===== config.mk =====
export PLATFORM = sky130hd
export DESIGN_NAME = div_repeated_sub_flat
export DESIGN_NICKNAME = d
export VERILOG_FILES = /design/src/rtl/div_repeated_sub_if.sv /design/src/rtl/div_repeated_sub.sv /design/src/flat_wrapper.sv
export SDC_FILE = /design/constraint.sdc
export NUM_CORES = 1
export LEC_CHECK = 0
export CAP_MARGIN = 20
export CORE_ASPECT_RATIO = 1.4
export CORE_UTILIZATION = 45
export DETAILED_ROUTE_END_ITERATION = 12
export GPL_TIMING_DRIVEN = 0
export PLACE_DENSITY = 0.73
export SLEW_MARGIN = 20
export SYNTH_ARGS = -nofsm -noshare
export SYNTH_HDL_FRONTEND = slang
export SYNTH_SLANG_ARGS = --single-unit

===== constraint.sdc =====
create_clock -name clk -period 3.55 [get_ports clk]
set_input_delay 0.71 -clock clk [delete_from_list [all_inputs] [get_ports clk]]
set_output_delay 0.71 -clock clk [all_outputs]
set_load 0.02 [all_outputs]

===== src/rtl/div_repeated_sub_if.sv =====
// Operand/result handshake bundle for the repeated-subtraction divider.
// Latency: none, this is wiring only.
// Backpressure: operands_val/operands_rdy on the way in, result_val/result_rdy on the way out.
//
// Signals (w = operand width):
//   operands_val, operands_rdy, operands_bits_A (dividend), operands_bits_B (divisor)
//   result_val, result_rdy, result_bits_data (quotient), result_bits_rem (remainder)
//   result_bits_divzero: present only when DIV_DIVZERO_FLAG_EN is defined
// Modports: slave = divider side, master = producer/consumer side.
interface div_repeated_sub_if #(
  parameter int w = 16
);
  logic         operands_val;
  logic         operands_rdy;
  logic [w-1:0] operands_bits_A;
  logic [w-1:0] operands_bits_B;
  logic         result_val;
  logic         result_rdy;
  logic [w-1:0] result_bits_data;
  logic [w-1:0] result_bits_rem;
`ifdef DIV_DIVZERO_FLAG_EN
  logic         result_bits_divzero;

  modport slave (
    input  operands_val, operands_bits_A, operands_bits_B, result_rdy,
    output operands_rdy, result_val, result_bits_data, result_bits_rem,
           result_bits_divzero
  );

  modport master (
    output operands_val, operands_bits_A, operands_bits_B, result_rdy,
    input  operands_rdy, result_val, result_bits_data, result_bits_rem,
           result_bits_divzero
  );
`else
  modport slave (
    input  operands_val, operands_bits_A, operands_bits_B, result_rdy,
    output operands_rdy, result_val, result_bits_data, result_bits_rem
  );

  modport master (
    output operands_val, operands_bits_A, operands_bits_B, result_rdy,
    input  operands_rdy, result_val, result_bits_data, result_bits_rem
  );
`endif
endinterface


===== src/rtl/div_repeated_sub.sv =====
// Unsigned divider: quotient and remainder by repeated subtraction of the divisor.
// Latency: q+1 cycles from operand acceptance to result_val (q = quotient); divide-by-zero is 0 cycles.
// Backpressure: single-operation engine; operands accepted only in IDLE, result held in DONE until result_rdy.
//
// Ports:
//   clk   : rising-edge clock
//   reset : synchronous, active-high; aborts any in-flight operation
//   io    : div_repeated_sub_if.slave (operands in, quotient/remainder out)
// Optional feature: DIV_DIVZERO_FLAG_EN adds the registered result_bits_divzero flag.
// Divide-by-zero always returns Q = all-ones and R = A, with or without the flag.
module div_repeated_sub #(
  parameter int w = 16
) (
  input  logic                 clk,
  input  logic                 reset,
  div_repeated_sub_if.slave    io
);

  typedef enum logic [1:0] {
    IDLE = 2'd0,
    CALC = 2'd1,
    DONE = 2'd2
  } state_t;

  state_t       state;
  logic [w-1:0] r_q;
  logic [w-1:0] d_q;
  logic [w-1:0] q_q;
  logic         operands_rdy_q;
  logic         result_val_q;
`ifdef DIV_DIVZERO_FLAG_EN
  logic         divzero_q;
`endif

  // Handshake outputs are registered copies of the state decode, so they
  // change only on the same edges as state.
  assign io.operands_rdy     = operands_rdy_q;
  assign io.result_val       = result_val_q;
  assign io.result_bits_data = q_q;
  assign io.result_bits_rem  = r_q;
`ifdef DIV_DIVZERO_FLAG_EN
  assign io.result_bits_divzero = divzero_q;
`endif

  always_ff @(posedge clk) begin
    if (reset) begin
      state          <= IDLE;
      r_q            <= '0;
      d_q            <= '0;
      q_q            <= '0;
      operands_rdy_q <= 1'b1;
      result_val_q   <= 1'b0;
`ifdef DIV_DIVZERO_FLAG_EN
      divzero_q      <= 1'b0;
`endif
    end else begin
      case (state)
        IDLE: begin
          // operands_rdy is high throughout IDLE, so val alone completes the handshake.
          if (io.operands_val) begin
            r_q            <= io.operands_bits_A;
            d_q            <= io.operands_bits_B;
            operands_rdy_q <= 1'b0;
`ifdef DIV_DIVZERO_FLAG_EN
            divzero_q      <= (io.operands_bits_B == '0);
`endif
            if (io.operands_bits_B == '0) begin
              // Zero divisor: skip CALC entirely and report all-ones quotient.
              q_q          <= '1;
              state        <= DONE;
              result_val_q <= 1'b1;
            end else begin
              q_q          <= '0;
              state        <= CALC;
            end
          end
        end

        CALC: begin
          // Subtraction is gated by the compare, so R never underflows.
          if (r_q >= d_q) begin
            r_q <= r_q - d_q;
            q_q <= q_q + w'(1);
          end else begin
            state        <= DONE;
            result_val_q <= 1'b1;
          end
        end

        DONE: begin
          if (io.result_rdy) begin
            state          <= IDLE;
            result_val_q   <= 1'b0;
            operands_rdy_q <= 1'b1;
          end
        end

        default: begin
          state          <= IDLE;
          operands_rdy_q <= 1'b1;
          result_val_q   <= 1'b0;
        end
      endcase
    end
  end

endmodule


===== src/flat_wrapper.sv =====
// flat-port wrapper written by rule: the top's interface ports become plain ports
module div_repeated_sub_flat 
#(
  parameter int w = 16
)
  (clk, reset, io_operands_val, io_operands_bits_A, io_operands_bits_B, io_result_rdy, io_operands_rdy, io_result_val, io_result_bits_data, io_result_bits_rem);
  div_repeated_sub_if #(.w(w)) io_i ();
  input  logic clk;
  input  logic reset;
  input wire logic [$bits(io_i.operands_val)-1:0] io_operands_val;
  input wire logic [$bits(io_i.operands_bits_A)-1:0] io_operands_bits_A;
  input wire logic [$bits(io_i.operands_bits_B)-1:0] io_operands_bits_B;
  input wire logic [$bits(io_i.result_rdy)-1:0] io_result_rdy;
  output wire logic [$bits(io_i.operands_rdy)-1:0] io_operands_rdy;
  output wire logic [$bits(io_i.result_val)-1:0] io_result_val;
  output wire logic [$bits(io_i.result_bits_data)-1:0] io_result_bits_data;
  output wire logic [$bits(io_i.result_bits_rem)-1:0] io_result_bits_rem;
  assign io_i.operands_val = io_operands_val;
  assign io_i.operands_bits_A = io_operands_bits_A;
  assign io_i.operands_bits_B = io_operands_bits_B;
  assign io_i.result_rdy = io_result_rdy;
  assign io_operands_rdy = io_i.operands_rdy;
  assign io_result_val = io_i.result_val;
  assign io_result_bits_data = io_i.result_bits_data;
  assign io_result_bits_rem = io_i.result_bits_rem;
  div_repeated_sub #(.w(w)) u_core (.clk(clk), .reset(reset), .io(io_i));
endmodule

==> impl_metrics.py <==
metrics = {
    "status": {
        "status": "completed",
    },
    "synth": {
        "syn_nets": 489,
        "synth_area_mm2": 0.00335,
        "synth_async_sr_flop_share": 0,
        "postSynthAreaPerCell_um2": 7.69,
        "synth_edf_count": 0,
        "synth-main-ff-cell": "dfxtp_1",
        "synth.distinct_cells": 62,
        "yosysSeqAreaShare": 0.311,
        "yosysWarnings": 0,
        "ys_seq_elements": 52,
        "syn_inst": 435,
    },
    "critical_path": {
        "criticalPathCategory": "in2reg",
        "path_max_fanout": 10,
        "regToRegSetupSlack_ns": 0.45,
        "slowest_delay_ns": 0.62,
        "cp.arrival_ns": 3.40,
        "critPathRequiredTime_ns": 3.83,
        "worstPathCellList": "clkdlybuf4s50_1, nor4_1, nand4_1, nor2_1, o21ai_0, a311oi_1, o21a_1",
        "critPathLaunchType": "primary input",
        "cp_slowest_cell": "nor2_1",
        "end_kind": "register",
    },
    "drt": {
        "drc": 0,
        "ant_nets": 0,
        "first_pass_iters": 5,
        "via_per_inst": 6.23,
        "routed-via-count": 3784,
        "wire_per_inst_um": 18.4,
        "totalWireLength_um": 11200,
        "drt_iter0_drc": 267,
    },
    "global_route": {
        "grt_max_degree": 18,
        "grt_use_total": 0.299,
        "antenna_found_initial": 0,
        "grt_pass1_wl_um": 17500,
        "grt_overflow_total": 0,
        "first_global_vias": 3506,
    },
    "final_layout": {
        "fin_util": 0.607,
        "final_common_cell": "clkdlybuf4s50_1",
        "design_area_mm2": 0.00429,
        "multi_input_area_mm2": 0.00210,
        "diodes": 0,
        "final_layout_size_suffix_gt1_frac": 0.0527,
        "areaGrowthSynthToFinish_pct": 28.3,
        "final_nets": 565,
        "final_cells": 607,
        "fillers": 703,
        "mostFrequentLayoutCells": "clkdlybuf4s50_1, nand2_1, dfxtp_1, a21oi_1, nor2_1",
        "regArea_mm2": 0.00104,
    },
    "sta": {
        "max_slew_margin": 0.505,
        "hold_violations": 0,
        "finalCritPeriodShare": 0.881,
        "rsz0062_at_grt": "false",
        "max_slew.worst_pin.slew_ns": 0.740,
        "finClkSkew_ns": 0.0143,
        "fin_setup_tns_ns": 0,
        "min_period_ns": 3.13,
        "fmax_mhz": 320,
        "setup_viol": 0,
        "slew_viol_final": 0,
    },
    "clock_network": {
        "clk_pin_slew_ns": 0.11,
        "cts_max_level": 2,
        "cts_tree": "built",
        "cts_resized": 0,
        "worstSkewPairLatency_ns": 0.32,
        "cts_root_buf": "clkbuf_8",
        "cts_sinks": 52,
        "holdBufCountCts": 0,
        "post_cts.repair.setup_buffers": 0,
        "cts_buffers": 5,
        "clockBufferDepth": 2,
    },
    "die": {
        "die_h_um": 104,
        "dieArea_mm2": 0.00779,
        "rows": 36,
        "ios": 70,
        "die_x_um": 74.9,
        "initial_utilization": 0.473,
        "coreArea_mm2": 0.00707,
    },
    "placement": {
        "gp_congestion": 0.950,
        "hpwl_um": 8540,
        "placed_cells": 599,
        "io_buffers": 69,
        "dpl-instance-area_mm2": 0.00416,
    },
    "min_path": {
        "hp-class": "reg2reg",
    },
    "power": {
        "ir_drop_mv": 0.452,
        "power_leakage_nw": 1.59,
        "pwr_density_cell_mw_per_mm2": 882,
    },
    "flow_run": {
        "max_cap_viol_count": 0,
    },
}
[synthesized netlist by cell type, types with 3 or more instances]
cell | number | area, um2
nand2_1 | 62 | 233
dfxtp_1 | 52 | 1040
a21oi_1 | 44 | 220
nor2_1 | 26 | 97.6
inv_1 | 23 | 86.3
o21ai_0 | 22 | 110
ha_1 | 17 | 213
nor3_1 | 17 | 85.1
clkbuf_1 | 16 | 60.1
nand4_1 | 14 | 87.6
a21o_1 | 8 | 60.1
nand3_1 | 8 | 40.0
a211oi_1 | 7 | 52.6
a311oi_1 | 7 | 61.3
a31oi_1 | 7 | 43.8
and3_1 | 7 | 43.8
nor4_1 | 7 | 43.8
buf_2 | 6 | 30.0
o211ai_1 | 5 | 37.5
o21a_1 | 5 | 37.5
or3_1 | 5 | 31.3
a221oi_1 | 4 | 35.0
and4_1 | 4 | 35.0
mux2i_1 | 4 | 40.0
nor2b_1 | 4 | 25.0
o31ai_1 | 4 | 30.0
xnor2_1 | 4 | 35.0
a2111oi_0 | 3 | 26.3
a211o_1 | 3 | 26.3
and2_1 | 3 | 18.8
[final timing paths]
path              cells after the start                        endpoint             startpoint
setup / recovery                      7  u_core.io.result_bits_data[12]  io_operands_bits_B[7]
hold / removal                        2                  u_core.d_q[13]         u_core.d_q[13]
setup reg to reg                     10    u_core.io.result_bits_rem[8]          u_core.d_q[0]
hold reg to reg                       2                  u_core.d_q[13]         u_core.d_q[13]
[where the power goes]
| group | internal (mW) | total [mW] | switching [mW] |
|---|---|---|---|
| Clock | 0.284 | 0.502 | 0.217 |
| Sequential | 0.721 | 0.839 | 0.118 |
| Combinational | 0.931 | 2.45 | 1.52 |
| Total | 1.94 | 3.79 | 1.85 |
[layer usage]
layer  global-route usage  wire length [um]  vias to the layer above
met5                    0                 0                        -
met4                0.151               547                        0
met3               0.0349               811                       41
met2                0.501              5550                      203
met1                0.366              4270                     1774
li1                     -                 -                     1766
[per-stage QoR]
step           hold WS, ns  power, mW  worst slack [ns]
2_1_floorplan        0.436       2.50             0.866
4_1_cts              0.464       3.73             0.472
6_report             0.461       3.79             0.424
3_3_place_gp         0.443       3.20             0.179
5_1_grt              0.473       4.04             0.282
3_5_place_dp         0.450       3.23             0.147
[logic make-up after synthesis]
logic type,Yosys count,synth area share
flip-flops,52,0.311
XOR/XNOR,6,0.0157
AO/OA/AOI/OAI,142,0.295
multiplexers,4,0.0120
buffers and inverters,49,0.0609
adder cells (fa/ha/maj),18,0.0695
AND/OR/NAND/NOR,164,0.236
[registers in the layout, summed over array words and instances (netlist names)]
register                    flops
u_core.io.result_bits_data     16
u_core.state                    2
u_core.io.result_val            1
u_core.io.result_bits_rem      16
u_core.io.operands_rdy          1
u_core.d_q                     16
[critical path: cells and delay by family]
family	cells	cell delay, ns
and+or+nand+nor	3	1.38
AOI/OAI and AO/OA	3	0.87
buffers and inverters	1	0.42
[cell type report]
cell class / instances / share of cell area
multi-input combinational: 334 / 0.490
sequential: 52 / 0.242
timing repair buffer: 69 / 0.161
tap: 95 / 0.0277
buffer: 26 / 0.0274
inverter: 23 / 0.0201
clock buffer: 5 / 0.0160
clock inverter: 3 / 0.0160
(Power assumes the default switching activity.)
